$ cat src/rtl/btb_defs.vh
// rtl/btb_defs.vh - default BTB geometry and FSM state encodings
`ifndef BTB_DEFS_VH
`define BTB_DEFS_VH

`define BTB_PC_W     11
`define BTB_IDX_W    6
`define BTB_CNT_W    2

`define BTB_ST_CLEAR 1'b0
`define BTB_ST_RUN   1'b1

`endif

$ cat src/rtl/btb_predictor_pkg.sv
// rtl/btb_predictor_pkg.sv - shared BTB defaults and FSM state type
package btb_predictor_pkg;
`include "btb_defs.vh"

  localparam int PC_W_DEF  = `BTB_PC_W;
  localparam int IDX_W_DEF = `BTB_IDX_W;
  localparam int CNT_W_DEF = `BTB_CNT_W;

  typedef enum logic {
    CLEAR = `BTB_ST_CLEAR,
    RUN   = `BTB_ST_RUN
  } state_t;
endpackage

$ cat src/rtl/btb_predictor_entry_ram.sv
// rtl/btb_predictor_entry_ram.sv - BTB entry storage, registered read-first lookup port
module btb_entry_ram #(
  parameter int AW = 6,
  parameter int DW = 8
) (
  input  logic          clk,
  input  logic          we,
  input  logic [AW-1:0] waddr,
  input  logic [DW-1:0] wdata,
  input  logic [AW-1:0] raddr,
  output logic [DW-1:0] rdata,
  input  logic [AW-1:0] peek_addr,
  output logic [DW-1:0] peek_data
);
  logic [DW-1:0] mem [1<<AW];

  // Read and write share one edge, so a colliding read sees the old word.
  always_ff @(posedge clk) begin
    if (we) mem[waddr] <= wdata;
    rdata <= mem[raddr];
  end

  // Unregistered view for the update path's read-modify-write.
  assign peek_data = mem[peek_addr];
endmodule

$ cat src/rtl/btb_predictor.sv
// rtl/btb_predictor.sv - direct-mapped branch target buffer with saturating direction counters
module btb_predictor
  import btb_predictor_pkg::*;
#(
  parameter int PC_W  = PC_W_DEF,
  parameter int IDX_W = IDX_W_DEF,
  parameter int CNT_W = CNT_W_DEF
) (
  input  logic            clk,
  input  logic            rst,
  input  logic [PC_W-1:0] pc_fetch,
  input  logic            fetch_valid,
  output logic [PC_W-1:0] pred_target,
  output logic            pred_hit,
  output logic            pred_taken,
  input  logic            upd_valid,
  input  logic [PC_W-1:0] upd_pc,
  input  logic [PC_W-1:0] upd_target,
  input  logic            upd_taken,
  output logic            ready
);
  localparam int TAG_W = PC_W - IDX_W;
  localparam int DW    = 1 + TAG_W + PC_W + CNT_W;

  localparam logic [CNT_W-1:0] CNT_MAX = '1;
  localparam logic [CNT_W-1:0] CNT_WT  = CNT_W'(1) << (CNT_W - 1);
  localparam logic [CNT_W-1:0] CNT_WNT = CNT_WT - CNT_W'(1);

  state_t           state, state_nxt;
  logic [IDX_W-1:0] sweep, sweep_nxt;

  always_ff @(posedge clk) begin
    if (rst) begin
      state <= CLEAR;
      sweep <= '0;
    end else begin
      state <= state_nxt;
      sweep <= sweep_nxt;
    end
  end

  always_comb begin
    state_nxt = state;
    sweep_nxt = sweep;
    case (state)
      CLEAR: begin
        sweep_nxt = sweep + 1'b1;
        if (sweep == '1) state_nxt = RUN;
      end
      RUN:     state_nxt = RUN;
      default: state_nxt = CLEAR;
    endcase
  end

  assign ready = (state == RUN);

  logic             we;
  logic [IDX_W-1:0] waddr;
  logic [DW-1:0]    wdata;
  logic [DW-1:0]    rdata;
  logic [DW-1:0]    peek;

  btb_entry_ram #(.AW(IDX_W), .DW(DW)) u_ram (
    .clk       (clk),
    .we        (we),
    .waddr     (waddr),
    .wdata     (wdata),
    .raddr     (pc_fetch[IDX_W-1:0]),
    .rdata     (rdata),
    .peek_addr (upd_pc[IDX_W-1:0]),
    .peek_data (peek)
  );

  logic             u_valid;
  logic [TAG_W-1:0] u_tag;
  logic [PC_W-1:0]  u_target;
  logic [CNT_W-1:0] u_cnt, cnt_nxt;
  logic             u_hit;

  assign u_valid  = peek[DW-1];
  assign u_tag    = peek[DW-2 -: TAG_W];
  assign u_target = peek[CNT_W +: PC_W];
  assign u_cnt    = peek[CNT_W-1:0];
  assign u_hit    = u_valid && (u_tag == upd_pc[PC_W-1:IDX_W]);

  always_comb begin
    cnt_nxt = u_cnt;
    if (upd_taken) begin
      if (u_cnt != CNT_MAX) cnt_nxt = u_cnt + 1'b1;
    end else begin
      if (u_cnt != '0) cnt_nxt = u_cnt - 1'b1;
    end
  end

  // Sweep writes own the port during CLEAR; in RUN a not-taken miss leaves the table alone.
  always_comb begin
    we    = 1'b0;
    waddr = sweep;
    wdata = {1'b0, {TAG_W{1'b0}}, {PC_W{1'b0}}, CNT_WNT};
    if (!rst) begin
      if (state == CLEAR) begin
        we = 1'b1;
      end else if (upd_valid) begin
        waddr = upd_pc[IDX_W-1:0];
        if (u_hit) begin
          we    = 1'b1;
          wdata = {1'b1, u_tag, (upd_taken ? upd_target : u_target), cnt_nxt};
        end else if (upd_taken) begin
          we    = 1'b1;
          wdata = {1'b1, upd_pc[PC_W-1:IDX_W], upd_target, CNT_WT};
        end
      end
    end
  end

  logic             lk_valid;
  logic [TAG_W-1:0] lk_tag;

  always_ff @(posedge clk) begin
    if (rst) begin
      lk_valid <= 1'b0;
      lk_tag   <= '0;
    end else begin
      lk_valid <= fetch_valid && ready;
      lk_tag   <= pc_fetch[PC_W-1:IDX_W];
    end
  end

  assign pred_hit    = lk_valid && rdata[DW-1] && (rdata[DW-2 -: TAG_W] == lk_tag);
  assign pred_taken  = pred_hit && rdata[CNT_W-1];
  assign pred_target = pred_hit ? rdata[CNT_W +: PC_W] : '0;
endmodule

$ cat config.mk
export PLATFORM = sky130hd
export DESIGN_NAME = btb_predictor
export DESIGN_NICKNAME = d
export VERILOG_FILES = /design/src/rtl/btb_predictor_pkg.sv /design/src/rtl/btb_predictor_entry_ram.sv /design/src/rtl/btb_predictor.sv
export VERILOG_INCLUDE_DIRS = /design/src /design/src/rtl
export SDC_FILE = /design/constraint.sdc
export NUM_CORES = 1
export LEC_CHECK = 0
export CORE_MARGIN = 4
export CORE_UTILIZATION = 40
export CTS_CLUSTER_DIAMETER = 40
export DETAILED_ROUTE_END_ITERATION = 12
export GPL_TIMING_DRIVEN = 1
export HOLD_SLACK_MARGIN = 0.12
export REMOVE_ABC_BUFFERS = 1
export SYNTH_ARGS = -nofsm -noshare
export SYNTH_HDL_FRONTEND = slang
export SYNTH_SLANG_ARGS = --single-unit
$ cat constraint.sdc
create_clock -name clk -period 6.27 [get_ports clk]
set_clock_uncertainty 0.2 [all_clocks]
set_input_delay 0.627 -clock clk [delete_from_list [all_inputs] [get_ports clk]]
set_output_delay 0.627 -clock clk [all_outputs]
set_load 0.03 [all_outputs]
==> results of run 1 <==
[cells by family (layout without fill, tap and decap cells)]
logic type	after synthesis	in the layout	synth area share (%)
flip-flops	1247	1247	64.8
adder cells (fa/ha/maj)	1	1	0.0218
multiplexers	796	796	30.0
buffers and inverters	208	522	1.67
AO/OA/AOI/OAI	70	70	0.953
AND/OR/NAND/NOR	246	246	2.42
XOR/XNOR	12	12	0.183
[final timing paths]
path	end	start	slack, ns	depth (start not counted)
worst min register to register	sweep[4]	sweep[4]	0.43	2
worst max-delay path	u_ram.mem[9][4]	upd_pc[1]	1.12	13
worst min-delay path	lk_tag[2]	pc_fetch[8]	0.20	2
worst max register to register	u_ram.mem[9][4]	u_ram.mem[23][14]	1.16	10
[cell usage in the layout (no fill, tap or decap), types with 13 or more instances in the layout]
| cell type | netlist | layout |
|---|---|---|
| edfxtp_1 | 1216 | 1216 |
| mux4_2 | 728 | 728 |
| clkbuf_16 | 0 | 165 |
| buf_4 | 12 | 144 |
| nor2_4 | 30 | 54 |
| mux2i_1 | 50 | 50 |
| nand2_1 | 46 | 46 |
| clkdlybuf4s50_1 | 0 | 39 |
| dfxtp_1 | 31 | 31 |
| nor2_2 | 0 | 27 |
| nor2_1 | 74 | 23 |
| inv_6 | 0 | 20 |
| buf_12 | 3 | 20 |
| bufinv_16 | 0 | 19 |
| clkbuf_1 | 82 | 18 |
| clkinv_2 | 0 | 16 |
| clkinv_1 | 0 | 16 |
| nor2b_1 | 15 | 15 |
| nand3_1 | 15 | 15 |
| clkinv_4 | 0 | 15 |
| clkinvlp_4 | 0 | 15 |
| and2_1 | 13 | 13 |
[power breakdown]
part	internal, mW	total (mW)	switching (mW)
Clock	5.70	9.45	3.75
Combinational	0.417	0.964	0.547
Sequential	9.04	9.06	0.0171
[area by class of cell]
class | instances | area share, %
clock buffer | 183 | 6.30
clock inverter | 118 | 2.05
inverter | 9 | 0.0545
multi-input combinational | 1125 | 29.4
sequential | 1247 | 55.7
tap | 1890 | 3.55
timing repair buffer | 212 | 2.96
[metal layers]
layer  vias to the layer above  track usage (%)
met5                         -                0
met4                         2             8.76
met3                       373             6.20
met2                      1888             35.5
met1                     16800             30.9
li1                      11800                -
[registers in the layout (all words and copies together) (netlist names)]
register / count
u_ram.mem: 1216
u_ram.rdata: 18
lk_valid: 1
ready: 1
lk_tag: 5
sweep: 6
[stage by stage]
step | util (%) | power [mW] | worst slack [ns] | instance area, um^2 | cells
3_3_place_gp | 43.0 | 10.2 | 0.372 | 61000 | 4482
6_report | 46.9 | 19.5 | 1.12 | 66600 | 4784
5_1_grt | 46.9 | 20.1 | 1.02 | 66600 | 4784
2_1_floorplan | - | 9.66 | -0.386 | 56400 | 2381
4_1_cts | 46.9 | 19.6 | 1.19 | 66600 | 4783
3_5_place_dp | 43.0 | 10.2 | 0.445 | 61000 | 4482
==> results.md, run 1 <==
* Status: finished clean
* Worst vdd ir at around 0.19 mV
* Slowest Stage Delay on Critical Path at 0.65 ns
* Clk_lat worst skew at between 0.7 and 0.8 ns
* RSZ-0062 raised after global routing: no
* Hold Worst Slack at approximately 0.20 ns
* Slowest-stage cell, CP: nor2_4
* DRT Pass-1 Iters at 5
* CTS HTree Levels at 4
* Top delay family on crit path: simple AND/OR/NAND/NOR gates
* Post-layout nets at between 2000 and 3000
* Max Cap Viol at 0
* Synth top area share at about 64%
* Gp weighted congestion at between 0.8 and 0.9
* Met3 Wirelength at around 18000 um
* Post-synthesis register bit count at 1247
* PortBufs at 51
* Type of origin of the critical path: input pin
* Vias per cell at about 6.4
* Number of synthesized flops with an enable pin at between 1000 and 1500
* Multi-input gate area at between 15000 and 20000 um^2
* DR vias at about 30000
* Clock Sinks at between 1000 and 1500
* DR iter-0 viols at 4372
* Clk pin slew, worst setup/hold paths at approximately 0.050 ns
* Initial Util at between 40% and 50%
* WL/cell at approximately 36 um
* Syn Inst Count at 2580
* Cell accounting for the most synthesized area: edfxtp_1
* Top post-synthesis cells by area: edfxtp_1, mux4_2, dfxtp_1, mux2i_1, nor2_4
* WP data arrival at about 5.5 ns
* Most frequent cell after synthesis: edfxtp_1
* First-pass GRT wire length at 242000 um
* Pwr per Cell Area at about 300 nW/um^2
* Final setup vio count at 0
* Top sig layer: met5
* Post-CTS setup buffers at 0
* Post-Synthesis Cell Area at ~57000 um^2
* Residual DRC at 0
* FMAX at ~0.19 GHz
* Number of slew-limit violations in the final report at 0
* Worst Max-Slew Pin Slew at about 1.2 ns
* Global route overflow at 0
* Routed wire length at roughly 170000 um
* Die ar. at approximately 150000 um^2
* DP HPWL at 105000 um
* Period minus WS final at between 5 and 6 ns
* Setup TNS at 0 ns
* Synth warn at 0
* Area growth, synth to finish at 16.2%
* Slew Limit Headroom at between 20% and 30%
* Filler Cells Inserted at between 10000 and 15000
* Data required, critical path at approximately 6.6 ns
* Antenna Nets Post-Route at 0
* Crit path top cell by count: buf_4
* Mapped Avg Cell Area at 22.2 um^2
* CTS Root Cell: clkbuf_16
* Largest net degree at the start of global routing at about 120
* Die W at between 300 and 400 um
* Hold_buf cts at 0
* Post-synth cell types at 62
* Core footprint at 142000 um^2
* Layout cells sized above 1 at 44.0%
* Die Ht at between 300 and 400 um
* Post-synth top flop: edfxtp_1
* Critical Path, Cell by Cell: buf_8, buf_4, buf_4, nor2_1, a22o_1, o21ai_0, nand4b_1, a311oi_2, a31oi_1, nand2b_2, buf_4, nor2_4, buf_4
* TritonCTS clock tree: done
* Max clock buf depth at 3
* Post-synth ARST share at 0%
* N_diodes at 0
* Met1 wire length at 65000 um
* Row count at about 140
* Synth top cells by count: edfxtp_1, mux4_2, clkbuf_1, nor2_1, buf_2
* FF/Latch Area at 37100 um^2
* # resized after CTS at 0
* TritonCTS Buffers at 162
* Hold Vio Cnt, Final at 0
* Critical path fanouts, max at 42
* HP Class: in2reg
* CP Class: in2reg
* Period utilization at between 80 and 90%
* Post-synthesis sequential area ratio at 64.8%
* CP Buf/Inv Count at 5
* Setup crit end kind: flip-flop
* All-layer global routing usage at 22.8%
* I/O pin cnt at 52
* P_leak at roughly 23 nW
* Antenna violations before repair at 12
* Met2 routed WL at 81000 um
* Vias in the first global route at approximately 32000
(Power assumes the default switching activity.)
==> run 2: changes to the inputs <==
==> constraint.sdc (replaced) <==
create_clock -name clk -period 4.7 [get_ports clk]
set_clock_uncertainty 0.2 [all_clocks]
set_input_delay 0.47 -clock clk [delete_from_list [all_inputs] [get_ports clk]]
set_output_delay 0.47 -clock clk [all_outputs]
set_load 0.03 [all_outputs]
==> run 2 against run 1 <==
Sequential cell count unchanged; final cell count increased by 3.1%; register-to-register slack got worse by 0.88 ns; utilization increased by 1.7 points.
==> results.md, run 2 (same netlist as run 1, synthesis figures left out) <==
* Status: finished clean
* Die ar. at between 100000 and 150000 um^2
* P_leak at ~24 nW
* Commonest non-fill, non-tap cell in the layout: edfxtp_1
* Data required, critical path at roughly 4.9 ns
* Top delay family on crit path: compound AO/OA/AOI/OAI gates
* CTS Root Cell: clkbuf_16
* Critical Path, Cell by Cell: mux4_2, mux2i_1, buf_4, o22ai_1, nor3_1, nor3_1, a2111oi_4, a31oi_1, a2bb2oi_4, buf_12, nor2_2, buf_4
* Antenna Nets Post-Route at 0
* Row count at roughly 140
* Clk pin slew, worst setup/hold paths at 0.06 ns
* CP Buf/Inv Count at 3
* DRT Pass-1 Iters at 6
* Die W at 387 um
* Worst Max-Slew Pin Slew at 1.15 ns
* Final setup vio count at 0
* Layout cells sized above 1 at roughly 46%
* M3 GR Usage at roughly 6.6%
* Slew Limit Headroom at approximately 22%
* PortBufs at 51
* DR iter-0 viols at around 4400
* Number of slew-limit violations in the final report at 0
* Slowest-stage cell, CP: mux2i_1
* Max clock buf depth at 3
* CP Class: reg2reg
* Hold Vio Cnt, Final at 0
* TritonCTS Buffers at 173
* Power Total at about 27 mW
* Die Ht at between 300 and 400 um
* Global route overflow at 0
* Post-layout util at 48.7%
* Critical path fanouts, max at 19
* Gp weighted congestion at a little under 0.9
* Max reg flops at ~1200
* Post-CTS setup buffers at 0
* Slowest Stage Delay on Critical Path at just under 0.5 ns
* All-layer global routing usage at a little under a quarter
* DP HPWL at around 120000 um
* DR vias at around 32000
* Core footprint at 142000 um^2
* Most frequent cells in the layout: edfxtp_1, mux4_2, clkbuf_16
* HP Class: in2reg
* Clk_lat worst skew at ~0.81 ns
* Largest regs: u_ram.mem: 1216 flops, u_ram.rdata: 18 flops, sweep: 6 flops
* Clock Sinks at 1247
* Pwr per Cell Area at about 390 nW/um^2
* RSZ-0062 raised after global routing: no
* Met1 usage at between 30 and 40%
* WL/cell at about 36 um
* Period utilization at 94.0%
* Area growth, synth to finish at 20.5%
* Antenna violations before repair at 13
* Routed wire length at about 180000 um
* Period minus WS final at around 4.4 ns
* TritonCTS clock tree: done
* CTS HTree Levels at 4
* Met2 Use GR at 36.6%
* Vias in the first global route at ~33000
* FMAX at around 0.23 GHz
* GRT Max-Usage Layer: met2
* Worst vdd ir at 0.310 mV
* Initial Util at roughly two fifths
* Max Cap Viol at 0
* I/O pin cnt at between 50 and 60
* Setup crit end kind: flip-flop
* First-pass GRT wire length at between 200000 and 300000 um
* Vias per cell at 6.45
* Type of origin of the critical path: flip-flop
* WP data arrival at approximately 4.7 ns
* Largest register by flop count: u_ram.mem
* Largest net degree at the start of global routing at between 80 and 90
* # resized after CTS at 0
* Post-layout nets at about 2900
* Residual DRC at 0
## run 2: timing repair
action / CTS / global route
endpoints found under the setup margin: 0 / 0
hold endpoints to repair: 6 / 0
hold buffers: 6 / 0
## run 2: worst register-to-register path, stage by stage (launching register included)
cell and delay (ns):
edfxtp_1 0.39, mux4_2 0.48, mux2i_1 0.49, buf_4 0.21, o22ai_1 0.08, nor3_1 0.41, nor3_1 0.15, a2111oi_4 0.39
a31oi_1 0.27, a2bb2oi_4 0.25, buf_12 0.19, nor2_2 0.11, buf_4 0.43
## run 2: path summary, 6_finish.rpt
check / start / endpoint / slack [ns] / cells after the start
min: pc_fetch[4] / u_ram.rdata[18] / 0.32 / 2
max reg2reg: u_ram.mem[47][14] / u_ram.mem[28][3] / 0.28 / 12
min reg2reg: sweep[5] / sweep[5] / 0.43 / 2
max: u_ram.mem[47][14] / u_ram.mem[28][3] / 0.28 / 12
## run 2: area by class of cell
class / count / area (um^2)
Timing Repair Buffer: 336 / 4020
Clock inverter: 128 / 1540
Tap cell: 1890 / 2360
Multi-Input combinational cell: 1125 / 19500
Clock buffer: 194 / 4470
Sequential cell: 1247 / 37100
Fill cell: 11300 / 72800
Inverter: 9 / 36.3
Antenna cell: 3 / 7.51
## run 2: power breakdown
| group | total (mW) | switching [mW] | internal (mW) |
|---|---|---|---|
| registers | 12.1 | 0.0237 | 12.1 |
| logic | 1.40 | 0.789 | 0.608 |
| clock network | 13.5 | 5.22 | 8.26 |
| total | 27.0 | 6.03 | 20.9 |
## run 2: layer usage
layer	vias up	routed length (um)
met5	-	27
met4	4	5560
met3	337	19900
met2	2085	84400
met1	17200	68800
li1	12100	-
## run 2: metrics by stage
step                      setup slack (ns)  cells   TNS, ns  instance area [um^2]  hold WS (ns)
after floorplan                      -1.80   2381  -3183.46                 56400         0.339
after global placement              -0.336   4601   -466.85                 63000         0.387
after detailed placement            -0.303   4601   -381.22                 63000         0.407
after CTS                            0.412   4929         0                 69100         0.306
after global routing                 0.211   4929         0                 69100         0.354
final                                0.280   4932         0                 69100         0.324
